[src/rtl/country_sensor_interface.sv]
`default_nettype none
// ============================================================================
// Module      : country_sensor_interface
// Description : Loop-detector front end for the country road. Synchronizes and
//               debounces the raw loop, raises x until the request is served,
//               and counts vehicles that arrive while a request is pending.
// Revision    : 1.0 - initial release
// ============================================================================
module country_sensor_interface #(
    parameter int         DEBOUNCE_CYCLES  = 4,
    parameter int         MIN_SERVE_CYCLES = 8,
    parameter int         CNT_W            = 8,
    parameter logic [1:0] GREEN_CODE       = 2'b10
) (
    input  logic             clk,
    input  logic             rst,
    input  logic             loop_raw,
    input  logic [1:0]       country_light,
    output logic             x,
    output logic [CNT_W-1:0] car_count,
    output logic             served_pulse,
    output logic [1:0]       state
);

    typedef enum logic [1:0] {
        IDLE  = 2'b00,
        REQ   = 2'b01,
        SERVE = 2'b10,
        CLEAR = 2'b11
    } state_t;

    localparam logic [7:0]       c_deb_last   = 8'(DEBOUNCE_CYCLES - 1);
    localparam logic [7:0]       c_serve_load = 8'(MIN_SERVE_CYCLES);
    localparam logic [CNT_W-1:0] c_cnt_max    = '1;
    localparam logic [CNT_W-1:0] c_cnt_one    = CNT_W'(1);

    logic             r_s1, r_s2, r_filt, r_filt_d;
    logic [7:0]       r_deb_cnt;
    logic [7:0]       r_timer;
    logic             r_latch;
    state_t           r_state;
    logic             r_x, r_served_pulse;
    logic [CNT_W-1:0] r_car_count;

    logic             w_filt_next, w_flip, w_arrival, w_green;
    state_t           w_state_next;
    logic [7:0]       w_timer_next;
    logic [CNT_W-1:0] w_cnt_next;
    logic             w_latch_next;

    // filt only moves after s2 has disagreed with it for DEBOUNCE_CYCLES samples
    assign w_flip      = (r_s2 != r_filt) && (r_deb_cnt == c_deb_last);
    assign w_filt_next = w_flip ? r_s2 : r_filt;
    assign w_arrival   = r_filt & ~r_filt_d;
    assign w_green     = (country_light == GREEN_CODE);

    always_ff @(posedge clk) begin
        if (rst) begin
            r_s1      <= 1'b0;
            r_s2      <= 1'b0;
            r_filt    <= 1'b0;
            r_filt_d  <= 1'b0;
            r_deb_cnt <= '0;
        end else begin
            r_s1     <= loop_raw;
            r_s2     <= r_s1;
            r_filt   <= w_filt_next;
            r_filt_d <= r_filt;
            if (r_s2 != r_filt && !w_flip) begin
                r_deb_cnt <= r_deb_cnt + 8'd1;
            end else begin
                r_deb_cnt <= '0;
            end
        end
    end

    always_comb begin
        w_state_next = r_state;
        w_timer_next = r_timer;
        w_cnt_next   = r_car_count;
        w_latch_next = r_latch;
        unique case (r_state)
            IDLE: begin
                if (w_arrival) begin
                    w_state_next = REQ;
                    w_cnt_next   = c_cnt_one;
                end
            end
            REQ: begin
                if (w_arrival && r_car_count != c_cnt_max) begin
                    w_cnt_next = r_car_count + c_cnt_one;
                end
                if (w_green) begin
                    w_state_next = SERVE;
                    w_timer_next = c_serve_load;
                end
            end
            SERVE: begin
                if (r_timer != '0) begin
                    w_timer_next = r_timer - 8'd1;
                end
                if (!w_green || (r_timer == '0 && !r_filt)) begin
                    w_state_next = CLEAR;
                    w_cnt_next   = '0;
                    w_latch_next = 1'b0;
                end
            end
            CLEAR: begin
                if (w_arrival) begin
                    w_latch_next = 1'b1;
                end
                // an arrival on the exit cycle itself still re-opens a request
                if (!w_green) begin
                    w_latch_next = 1'b0;
                    if (r_latch || w_arrival) begin
                        w_state_next = REQ;
                        w_cnt_next   = c_cnt_one;
                    end else begin
                        w_state_next = IDLE;
                        w_cnt_next   = '0;
                    end
                end
            end
            default: w_state_next = IDLE;
        endcase
    end

    always_ff @(posedge clk) begin
        if (rst) begin
            r_state        <= IDLE;
            r_timer        <= '0;
            r_latch        <= 1'b0;
            r_car_count    <= '0;
            r_x            <= 1'b0;
            r_served_pulse <= 1'b0;
        end else begin
            r_state        <= w_state_next;
            r_timer        <= w_timer_next;
            r_latch        <= w_latch_next;
            r_car_count    <= w_cnt_next;
            r_x            <= (w_state_next == REQ) ||
                              ((w_state_next == SERVE) && ((w_timer_next != '0) || w_filt_next));
            r_served_pulse <= (w_state_next == CLEAR) && (r_state != CLEAR);
        end
    end

    assign x            = r_x;
    assign car_count    = r_car_count;
    assign served_pulse = r_served_pulse;
    assign state        = r_state;

endmodule
`default_nettype wire

[config.mk]
export PLATFORM = sky130hd
export DESIGN_NAME = country_sensor_interface
export DESIGN_NICKNAME = d
export VERILOG_FILES = /design/src/rtl/country_sensor_interface.sv
export SDC_FILE = /design/constraint.sdc
export NUM_CORES = 1
export LEC_CHECK = 0
export CAP_MARGIN = 10
export CORE_AREA = 2 2 72 60
export CTS_BUF_LIST = sky130_fd_sc_hd__clkbuf_16
export CTS_CLUSTER_DIAMETER = 50
export CTS_CLUSTER_SIZE = 24
export DETAILED_ROUTE_END_ITERATION = 16
export DIE_AREA = 0 0 74 62
export PLACE_DENSITY = 0.72
export SLEW_MARGIN = 0
export SYNTH_ARGS = -nofsm -noshare
export SYNTH_HDL_FRONTEND = slang
export SYNTH_SLANG_ARGS = --single-unit
[constraint.sdc]
create_clock -name clk -period 2.8 [get_ports clk]
set_clock_uncertainty 0.1 [all_clocks]
set_input_delay 0.28 -clock clk [delete_from_list [all_inputs] [get_ports clk]]
set_output_delay 0.28 -clock clk [all_outputs]
set_load 0.01 [all_outputs]
# ---- Yosys cells after proc, flatten, opt, wreduce, memory -nomap -nowiden
# Cells that the tools add are included.
dict set report word_totals {
  inputBits 5
  reg_bits 33
  out_inout_bits 12
  elab_cells 74
}
dict set report op_classes {
  bitwise_logic 3
  muxes 20
  n_eq_ne 16
  add_sub_neg 3
  reduce_logical 21
}
# operator count
set ops {}
lappend ops {{8-bit 2-to-1 mux} 6}
lappend ops {{8-bit case mux with 4 select lines} 1}
lappend ops {{8-bit by 1-bit adder with 8-bit output, second input constant} 2}
lappend ops {{8-bit case mux with 2 select lines} 1}
lappend ops {{8-bit nonzero test} 2}
lappend ops {{2-bit equality test, second input constant} 5}
lappend ops {{2-bit != test, second input constant} 5}
lappend ops {{8-bit by 2-bit equality test with 1-bit output, second input constant} 1}
lappend ops {{8-bit logical NOT} 1}
lappend ops {{2-bit 2-to-1 mux} 4}
lappend ops {{8-bit != test, second input constant} 1}
lappend ops {{2-bit case mux with 4 select lines} 1}
lappend ops {{8-bit by 1-bit subtractor with 8-bit output, second input constant} 1}
lappend ops {{1-bit logical AND} 6}
lappend ops {{1-bit 2-to-1 mux} 6}
lappend ops {{2-bit by 1-bit equality test with 1-bit output, second input constant} 2}
lappend ops {{1-bit logical OR} 4}
lappend ops {{4-bit AND reduction} 1}
lappend ops {{1-bit logical NOT} 3}
lappend ops {{3-bit != test, second input constant} 1}
lappend ops {{3-bit AND reduction} 1}
lappend ops {{2-bit logical NOT} 1}
lappend ops {{1-bit inverter} 2}
lappend ops {{1-bit case mux with 2 select lines} 1}
lappend ops {{other kinds (4)} 4}

# ---- Logic depth before layout (Yosys ltp)
# Gate-level depths: netlist of run 1.
dict set report logic_depth {
  word_depth 9
  ltp_mapped 9
  mapped_depth_nobuf 8
}

# ---- Worst setup path after synthesis of run 1
# Ideal clock, no wire load.
dict set report synth_path {
  path_kind {register to register}
  from {reg r_timer[0]}
  to {reg r_car_count[6] (netlist: car_count[6])}
  synth_period_minus_slack_ns 2.502
  stages_incl_launch_ff 9
  setup_time_ns 0.071
  required_ns 2.629
  path_slack_ns 0.298
  arrival_time_ns 2.331
  n_path_buf 0
  cell_sequence {dfxtp_1 > inv_1 > ha_1 > or4b_4 > nor3_4 > o211ai_2 > or3_4 > or4_1 > a21oi_1}
}
dict set report synth_between {
  elab_chain_cells 5
}
# element line
set synth_lines {}
lappend synth_lines {{start: declaration} 39} ;# logic [7:0] r_timer;
lappend synth_lines {{start signal: assignment} 138} ;# r_timer <= w_timer_next;
lappend synth_lines {{8-bit logical NOT} 102} ;# if (!w_green || (r_timer == '0 && !r_filt)) begin
lappend synth_lines {{1-bit logical AND} 102}
lappend synth_lines {{1-bit logical OR} 102}
lappend synth_lines {{2-bit != test (no line)} n/a}
lappend synth_lines {{4-bit AND reduction (no line)} n/a}
lappend synth_lines {{end signal: assignment} 140} ;# r_car_count <= w_cnt_next;
lappend synth_lines {{end: declaration} 43} ;# logic [CNT_W-1:0] r_car_count;
# No other way between the ends.
# A chain may end at the register's enable or synchronous reset.

# ---- Worst setup path after layout of run 1
dict set report layout_path {
  from {reg r_timer[0]}
  to {reg r_x (netlist: x)}
}
dict set report layout_between {
  elab_chain_cells 8
}
# element line
set layout_lines {}
lappend layout_lines {{branches (longest 7 deep; another with 8-bit by 1-bit subtractor with 8-bit output)} n/a}
lappend layout_lines {{1-bit logical OR (*)} 141} ;# r_x <= (w_state_next == REQ) ||
lappend layout_lines {{end signal: assignment} 141}
lappend layout_lines {{end: declaration} 42} ;# logic r_x, r_served_pulse;
# Every way passes the cells marked *.

==> impl_results.md, run 1 <==
* Global-route wire length before repair at 5950 um
* Synthesis warning total at 0
* Core area at 3970 um^2
* Final setup margin at 0.191 ns
* Initial Utilization at 0.442
* Via count at 1587
* Length of the first detailed-routing pass in iterations at 4
* Peak ir drop on the vdd network at 0.000620 V
* Power Density at 771 nW/um^2
* Clock Latency Late Sink at 0.28 ns
* Max-Cap Viols at 0
* Count of cells along the worst register-to-register path at 9
* DR vias/cell at 5.36
* Post-DP HPWL at 2630 um
* Total overflow reported by the global router at 0
* Peak clock frequency supported by timing at 383 MHz
* Cell with the most instances after synthesis: sky130_fd_sc_hd__dfxtp_1
* Die span in x at 74 um
* Post-detailed-route DRC marker count at 0
* Worst-margin pin slew at 0.612 ns
* CTS clock-pin slew for the worst setup and hold paths at 0.05 ns
* Number of cells on the critical path at 9
* Critical Path RT at 2.85 ns
* Slowest stage delay, CP at 0.51 ns
* Number of setup violations in the final report at 0
* CP max-delay cell: sky130_fd_sc_hd__or4b_4
* TritonCTS clock tree: done
* Number of clock sinks seen by CTS at 33
* Layout filler cell count at 360
* Fraction of registers with async set/reset at 0
* GRT Resource Usage Total at 0.171
* Quantity of I/O buffers inserted on ports at 16
* Peak fanout along the critical path at 6
* Gate count after technology mapping at 217
* Number of synthesized flops with an enable pin at 0
* RSZ-0062 raised after global routing: no
* Reg area at 661 um^2
* Cell type contributing the most total cell area after synthesis: sky130_fd_sc_hd__dfxtp_1
* Count of cells along the worst hold path at 1
* Layout-stage area growth over the synthesis result at 21.8%
* Combined area of the multi-input logic cells at 1040 um^2
* Num rows at 21
* Worst path cell trace: inv_1, ha_1, or4b_4, buf_4, or2_2, nand3_1, o21ai_0, nor4_1, a211oi_1
* Utilization after layout at 0.538
* Number of distinct library cells after synthesis at 44
* Internal Pwr Total at 1.08 mW
* Portion of synthesized cell area occupied by the leading cell type at 0.377
* Worst Setup Path Type: reg2reg
* Final hold violation count at 0
* Part of the total power dissipated in combinational logic at 0.360
* Placer Congestion at 0.914
* Net count reported at finish at 250
* #FFs+latches synth at 33
* Crit path launch type: flop
* Internal reg-to-reg setup slack at 0.19 ns
* Top post-synthesis cells by area: sky130_fd_sc_hd__dfxtp_1 38%, sky130_fd_sc_hd__nor2_1 5.8%, sky130_fd_sc_hd__ha_1 5.0%
* Part of the power in the clock network at 0.314
* Count of buffering cells on the critical path with inverters included at 2
* Number of global-route vias before repair at 1335
* Drt first-iter violations at 86
* Endpoint arrival time on the critical path at 2.65 ns
* Final wirelength at 3780 um
* Level count of the clock H-tree at 2
* Portion of the post-synthesis area used by sequential elements at 0.377
* Register share of total power at 0.326
* Maximum number of pins on one net before global-route repair at 15
* Syn Std Cell Area at 1750 um^2
* Antenna diode count at 0
* Status: finished, final reports clean
* Ys flop type: sky130_fd_sc_hd__dfxtp_1
* Most instantiated cells after synthesis: 33 x sky130_fd_sc_hd__dfxtp_1, 27 x sky130_fd_sc_hd__nor2_1, 19 x sky130_fd_sc_hd__nand2_1
* Final period utilization at 0.932
* Endpoint kind of the worst setup timing path: flop
* Total Die Area at 4590 um^2
* Io pins at 17
* Final count of pins violating max slew at 0
* Fraction of final layout cells with drive strength greater than 1 at 0.0879
* Antenna violations before repair at 0
* Leakage Power at 0.805 nW
* Mean post-synth cell area at 8.08 um^2
* Height of the die at 62 um
* Switching power summed over all nets at 0.572 mW
* DRT antenna net count at 0
* Maximum root-to-sink buffer count at 2
* Final critical-path required period at 2.61 ns
* Top delay family on crit path: simple AND/OR/NAND/NOR gates
* Syn nets at 229
* Number of CTS-inserted buffers at 5
* Switching fraction of total power at 0.347
* Setup TNS at 0 ns
* Worst setup timing slack at the placement stage at 0.150 ns
* Worst relative slew slack at 0.589
* Min-delay worst type: reg2reg
* Final routed wire length divided by cell count at 12.8 um
* Clock tree root buffer cell: sky130_fd_sc_hd__clkbuf_16
## sequential cells by signal, summed over array words and instances, names as in the netlist, 2 cells and up
register / count
car_count: 8
r_deb_cnt: 8
r_timer: 8
state: 2
## routing by layer
layer,part of all wire,global-route usage
met5,0,0
met4,0.012,0.0831
met2,0.44,0.245
met1,0.51,0.226
met3,0.044,0.0661
## timing repair
item,in CTS,in global routing
buffers inserted,0,3
hold buffers,0,0
gates resized for setup,0,0
setup endpoints to repair,0,1
## power groups by stage
stage	registers, mW	clock network [mW]	logic, mW
6_report	0.538	0.517	0.593
5_1_grt	0.545	0.549	0.657
4_1_cts	0.538	0.527	0.575
3_5_place_dp	0.547	0	0.568
3_3_place_gp	0.547	0	0.574
2_1_floorplan	0.556	0	0.404
## per-stage QoR
stage	area [um^2]	total power, mW	hold slack, ns	std cells
after global routing	2140	1.75	0.361	296
after CTS	2110	1.64	0.337	293
after floorplan	1750	0.959	0.308	217
after detailed placement	1970	1.12	0.325	285
after global placement	1970	1.12	0.323	285
final	2140	1.65	0.332	296
## cell families after synthesis
logic type / synth area share
compound gates: 0.200
xor+xnor: 0.0399
fa+ha+maj: 0.0499
buf+inv: 0.0321
flops: 0.377
mux: 0.00571
simple gates: 0.295
## layout by cell type, fill, tap and decap left out, types with 2 or more instances in the layout
cell	instances
sky130_fd_sc_hd__nor2_1	27
sky130_fd_sc_hd__o21a_1	4
sky130_fd_sc_hd__o22ai_1	2
sky130_fd_sc_hd__nor2b_1	7
sky130_fd_sc_hd__nor4_1	3
sky130_fd_sc_hd__a21oi_1	15
sky130_fd_sc_hd__o211ai_1	2
sky130_fd_sc_hd__xor2_1	5
sky130_fd_sc_hd__ha_1	7
sky130_fd_sc_hd__nor3_1	3
sky130_fd_sc_hd__a211oi_1	3
sky130_fd_sc_hd__and4_1	2
sky130_fd_sc_hd__clkdlybuf4s50_1	16
sky130_fd_sc_hd__dfxtp_1	33
sky130_fd_sc_hd__or2_2	4
sky130_fd_sc_hd__clkbuf_16	5
sky130_fd_sc_hd__a21o_1	3
sky130_fd_sc_hd__or4_1	2
sky130_fd_sc_hd__nand3_1	13
sky130_fd_sc_hd__o21ai_0	10
sky130_fd_sc_hd__and3_1	5
sky130_fd_sc_hd__nand2_1	19
sky130_fd_sc_hd__inv_1	9
sky130_fd_sc_hd__xnor2_1	3
sky130_fd_sc_hd__clkinv_2	2
sky130_fd_sc_hd__a2bb2oi_1	2
sky130_fd_sc_hd__buf_4	5
sky130_fd_sc_hd__nand2b_1	4
sky130_fd_sc_hd__or3_1	2
sky130_fd_sc_hd__a31oi_1	5
## layout make-up
type | count | area share
sequential | 33 | 0.309
clock buffer | 5 | 0.0586
tap | 57 | 0.0334
timing repair buffer | 21 | 0.0926
inverter | 8 | 0.0141
multi-input combinational | 169 | 0.486
clock inverter | 3 | 0.00644
## worst paths after layout
kind,from,to
setup reg to reg,r_timer[0]$_SDFF_PP0_,x$_SDFF_PP0_
setup / recovery,r_timer[0]$_SDFF_PP0_,x$_SDFF_PP0_
hold reg to reg,r_s1$_SDFF_PP0_,r_s2$_SDFF_PP0_
hold / removal,r_s1$_SDFF_PP0_,r_s2$_SDFF_PP0_
Note: power is estimated with default switching activity, not from simulation.
==> run 2, diff against run 1 <==
Settings changed: CAP_MARGIN 10 to not set.
==> results of run 2 <==
No change in the layout: final DEF, timing and power equal those of run 1.
==> run 3, diff against run 2 <==
Settings changed: CORE_AREA 2 2 72 60 to 2 2 68 63, DIE_AREA 0 0 74 62 to 0 0 70 65, PLACE_DENSITY 0.72 to 0.66.
==> run 3 against run 2 <==
Effect of this change:
- maximum frequency fell by 2.2%
- wire length fell by 0.13%
- flip-flop and latch count is the same
- global-route usage is 0.23 points higher
- via count is 0.63% lower
- worst setup slack got worse by 0.059 ns
- core utilization is 0.36 points higher
- largest power group unchanged
- highest routed layer unchanged
==> impl_results.md, run 3 (synthesis results as in run 1) <==
* Status: finished, final reports clean
* Initial Utilization at 0.449
* Worst hold margin at 0.334 ns
* Final critical-path required period at 2.67 ns
* DRT antenna net count at 0
* M1 wire length at 1860 um
* TritonCTS clock tree: done
* Net count reported at finish at 249
* Worst Setup Path Type: reg2reg
* Layout-stage area growth over the synthesis result at 20.8%
* Fraction of final layout cells with drive strength greater than 1 at 0.0840
* Power Density at 774 nW/um^2
* Critical path origin: r_timer[0]$_SDFF_PP0_
* Drt first-iter violations at 168
* Total Power at 1.64 mW
* Clock tree root buffer cell: sky130_fd_sc_hd__clkbuf_16
* Final wirelength at 3770 um
* Leading cell types in the layout, fill and taps excluded: 33 x sky130_fd_sc_hd__dfxtp_1, 27 x sky130_fd_sc_hd__nor2_1, 19 x sky130_fd_sc_hd__nand2_1
* Post-detailed-route DRC marker count at 0
* Worst relative slew slack at 0.574
* Final hold violation count at 0
* Number of global-route vias before repair at 1404
* Height of the die at 65 um
* Peak fanout along the critical path at 6
* Setup TNS at 0 ns
* Internal reg-to-reg setup slack at 0.13 ns
* Number of CTS-inserted buffers at 5
* Total length of routed met3 wires at 185 um
* Number of clock sinks seen by CTS at 33
* Placer Congestion at 0.862
* Crit path launch type: flop
* Count of cells along the worst register-to-register path at 9
* Level count of the clock H-tree at 2
* Maximum root-to-sink buffer count at 2
* Post-DP HPWL at 2670 um
* Via count at 1577
* Endpoint kind of the worst setup timing path: flop
* Quantity of I/O buffers inserted on ports at 16
* Length of the first detailed-routing pass in iterations at 4
* RSZ-0062 raised after global routing: no
* GRT Resource Usage Total at 0.173
* Num rows at 22
* Met2 routed wirelength at 1720 um
* Antenna diode count at 0
* Critical path destination: x$_SDFF_PP0_
* Final routed wire length divided by cell count at 13.2 um
* Total Die Area at 4550 um^2
* Global-route wire length before repair at 6420 um
* Clock Latency Late Sink at 0.27 ns
* Layout filler cell count at 379
* Final period utilization at 0.953
* DR vias/cell at 5.51
* Io pins at 17
* Endpoint arrival time on the critical path at 2.70 ns
* Number of hold buffers added after cts at 0
* Core area at 3910 um^2
* Die span in x at 70 um
* Min-delay worst type: reg2reg
* Total overflow reported by the global router at 0
* Reg-to-Reg Start: r_timer[0]$_SDFF_PP0_
* Commonest non-fill, non-tap cell in the layout: sky130_fd_sc_hd__dfxtp_1
* Leakage Power at 0.794 nW
* Peak clock frequency supported by timing at 375 MHz
* Max-Cap Viols at 0
* Worst-margin pin slew at 0.633 ns
* Top layer in use: met4
* Reg-to-Reg End: x$_SDFF_PP0_
* Antenna violations before repair at 0
* Maximum number of pins on one net before global-route repair at 15
* Number of setup violations in the final report at 0
* Peak ir drop on the vdd network at 0.000617 V
* Final count of pins violating max slew at 0
* Utilization after layout at 0.542
* Critical Path RT at 2.84 ns
* CTS clock-pin slew for the worst setup and hold paths at 0.05 ns
==> run 3: changes by cell type in the layout (fill, tap and decap cells not counted) <==
cell,delta
sky130_fd_sc_hd__clkinv_1,+2
sky130_fd_sc_hd__ha_2,+1
sky130_fd_sc_hd__clkinv_2,-1
sky130_fd_sc_hd__buf_4,-1
sky130_fd_sc_hd__ha_1,-1
sky130_fd_sc_hd__inv_1,-1
==> run 3: through the flow <==
step	cells	instance area (um^2)	setup WS, ns
6_report	286	2120	0.132
5_1_grt	286	2120	0.00990
4_1_cts	284	2100	0.0739
3_5_place_dp	276	1960	0.118
3_3_place_gp	276	1960	0.194
2_1_floorplan	217	1750	0.298
==> run 3: how the worst min path moves through the flow <==
stage / endpoint / depth (start not counted) / from
final: r_s2$_SDFF_PP0_ / 1 / r_s1$_SDFF_PP0_
after global routing: r_s2$_SDFF_PP0_ / 1 / r_s1$_SDFF_PP0_
after CTS: r_s2$_SDFF_PP0_ / 1 / r_s1$_SDFF_PP0_
after detailed placement: r_s2$_SDFF_PP0_ / 1 / r_s1$_SDFF_PP0_
after global placement: r_s2$_SDFF_PP0_ / 1 / r_s1$_SDFF_PP0_
after floorplan: r_s1$_SDFF_PP0_ / 1 / loop_raw
==> run 3: timing repair <==
item	CTS	global route
endpoints found under the hold margin	0	0
setup endpoints to repair	0	2
buffers inserted	0	2
resized for setup	0	1
==> run 3: area by class of cell <==
type	instances	area (um^2)	share of cell area
Tap cell	48	60.1	0.0284
Multi-Input combinational cell	169	1040	0.491
Sequential cell	33	661	0.312
Timing Repair Buffer	20	190	0.0898
Clock inverter	3	12.5	0.00591
Inverter	8	30.0	0.0142
Clock buffer	5	125	0.0591
==> run 3: worst max-delay path, cell delays in order, from the launching register on <==
cell and delay (ns):
sky130_fd_sc_hd__dfxtp_1 0.33, sky130_fd_sc_hd__inv_1 0.09, sky130_fd_sc_hd__ha_2 0.21, sky130_fd_sc_hd__or4b_4 0.51, sky130_fd_sc_hd__buf_4 0.16, sky130_fd_sc_hd__or2_2 0.34
sky130_fd_sc_hd__nand3_1 0.14, sky130_fd_sc_hd__o21ai_0 0.13, sky130_fd_sc_hd__nor4_1 0.40, sky130_fd_sc_hd__a211oi_1 0.12
==> run 3: power by group <==
part | total (mW) | switching, mW | internal (mW) | leakage, nW
combinational | 0.591 | 0.346 | 0.245 | 0.458
sequential | 0.539 | 0.0339 | 0.505 | 0.267
clock | 0.510 | 0.189 | 0.321 | 0.0687
total | 1.64 | 0.569 | 1.07 | 0.794
==> run 3: layer usage <==
metal	vias up	global-route usage
met5	-	0
met4	0	0.0505
met3	2	0.0373
met2	34	0.289
met1	729	0.225
li1	812	-
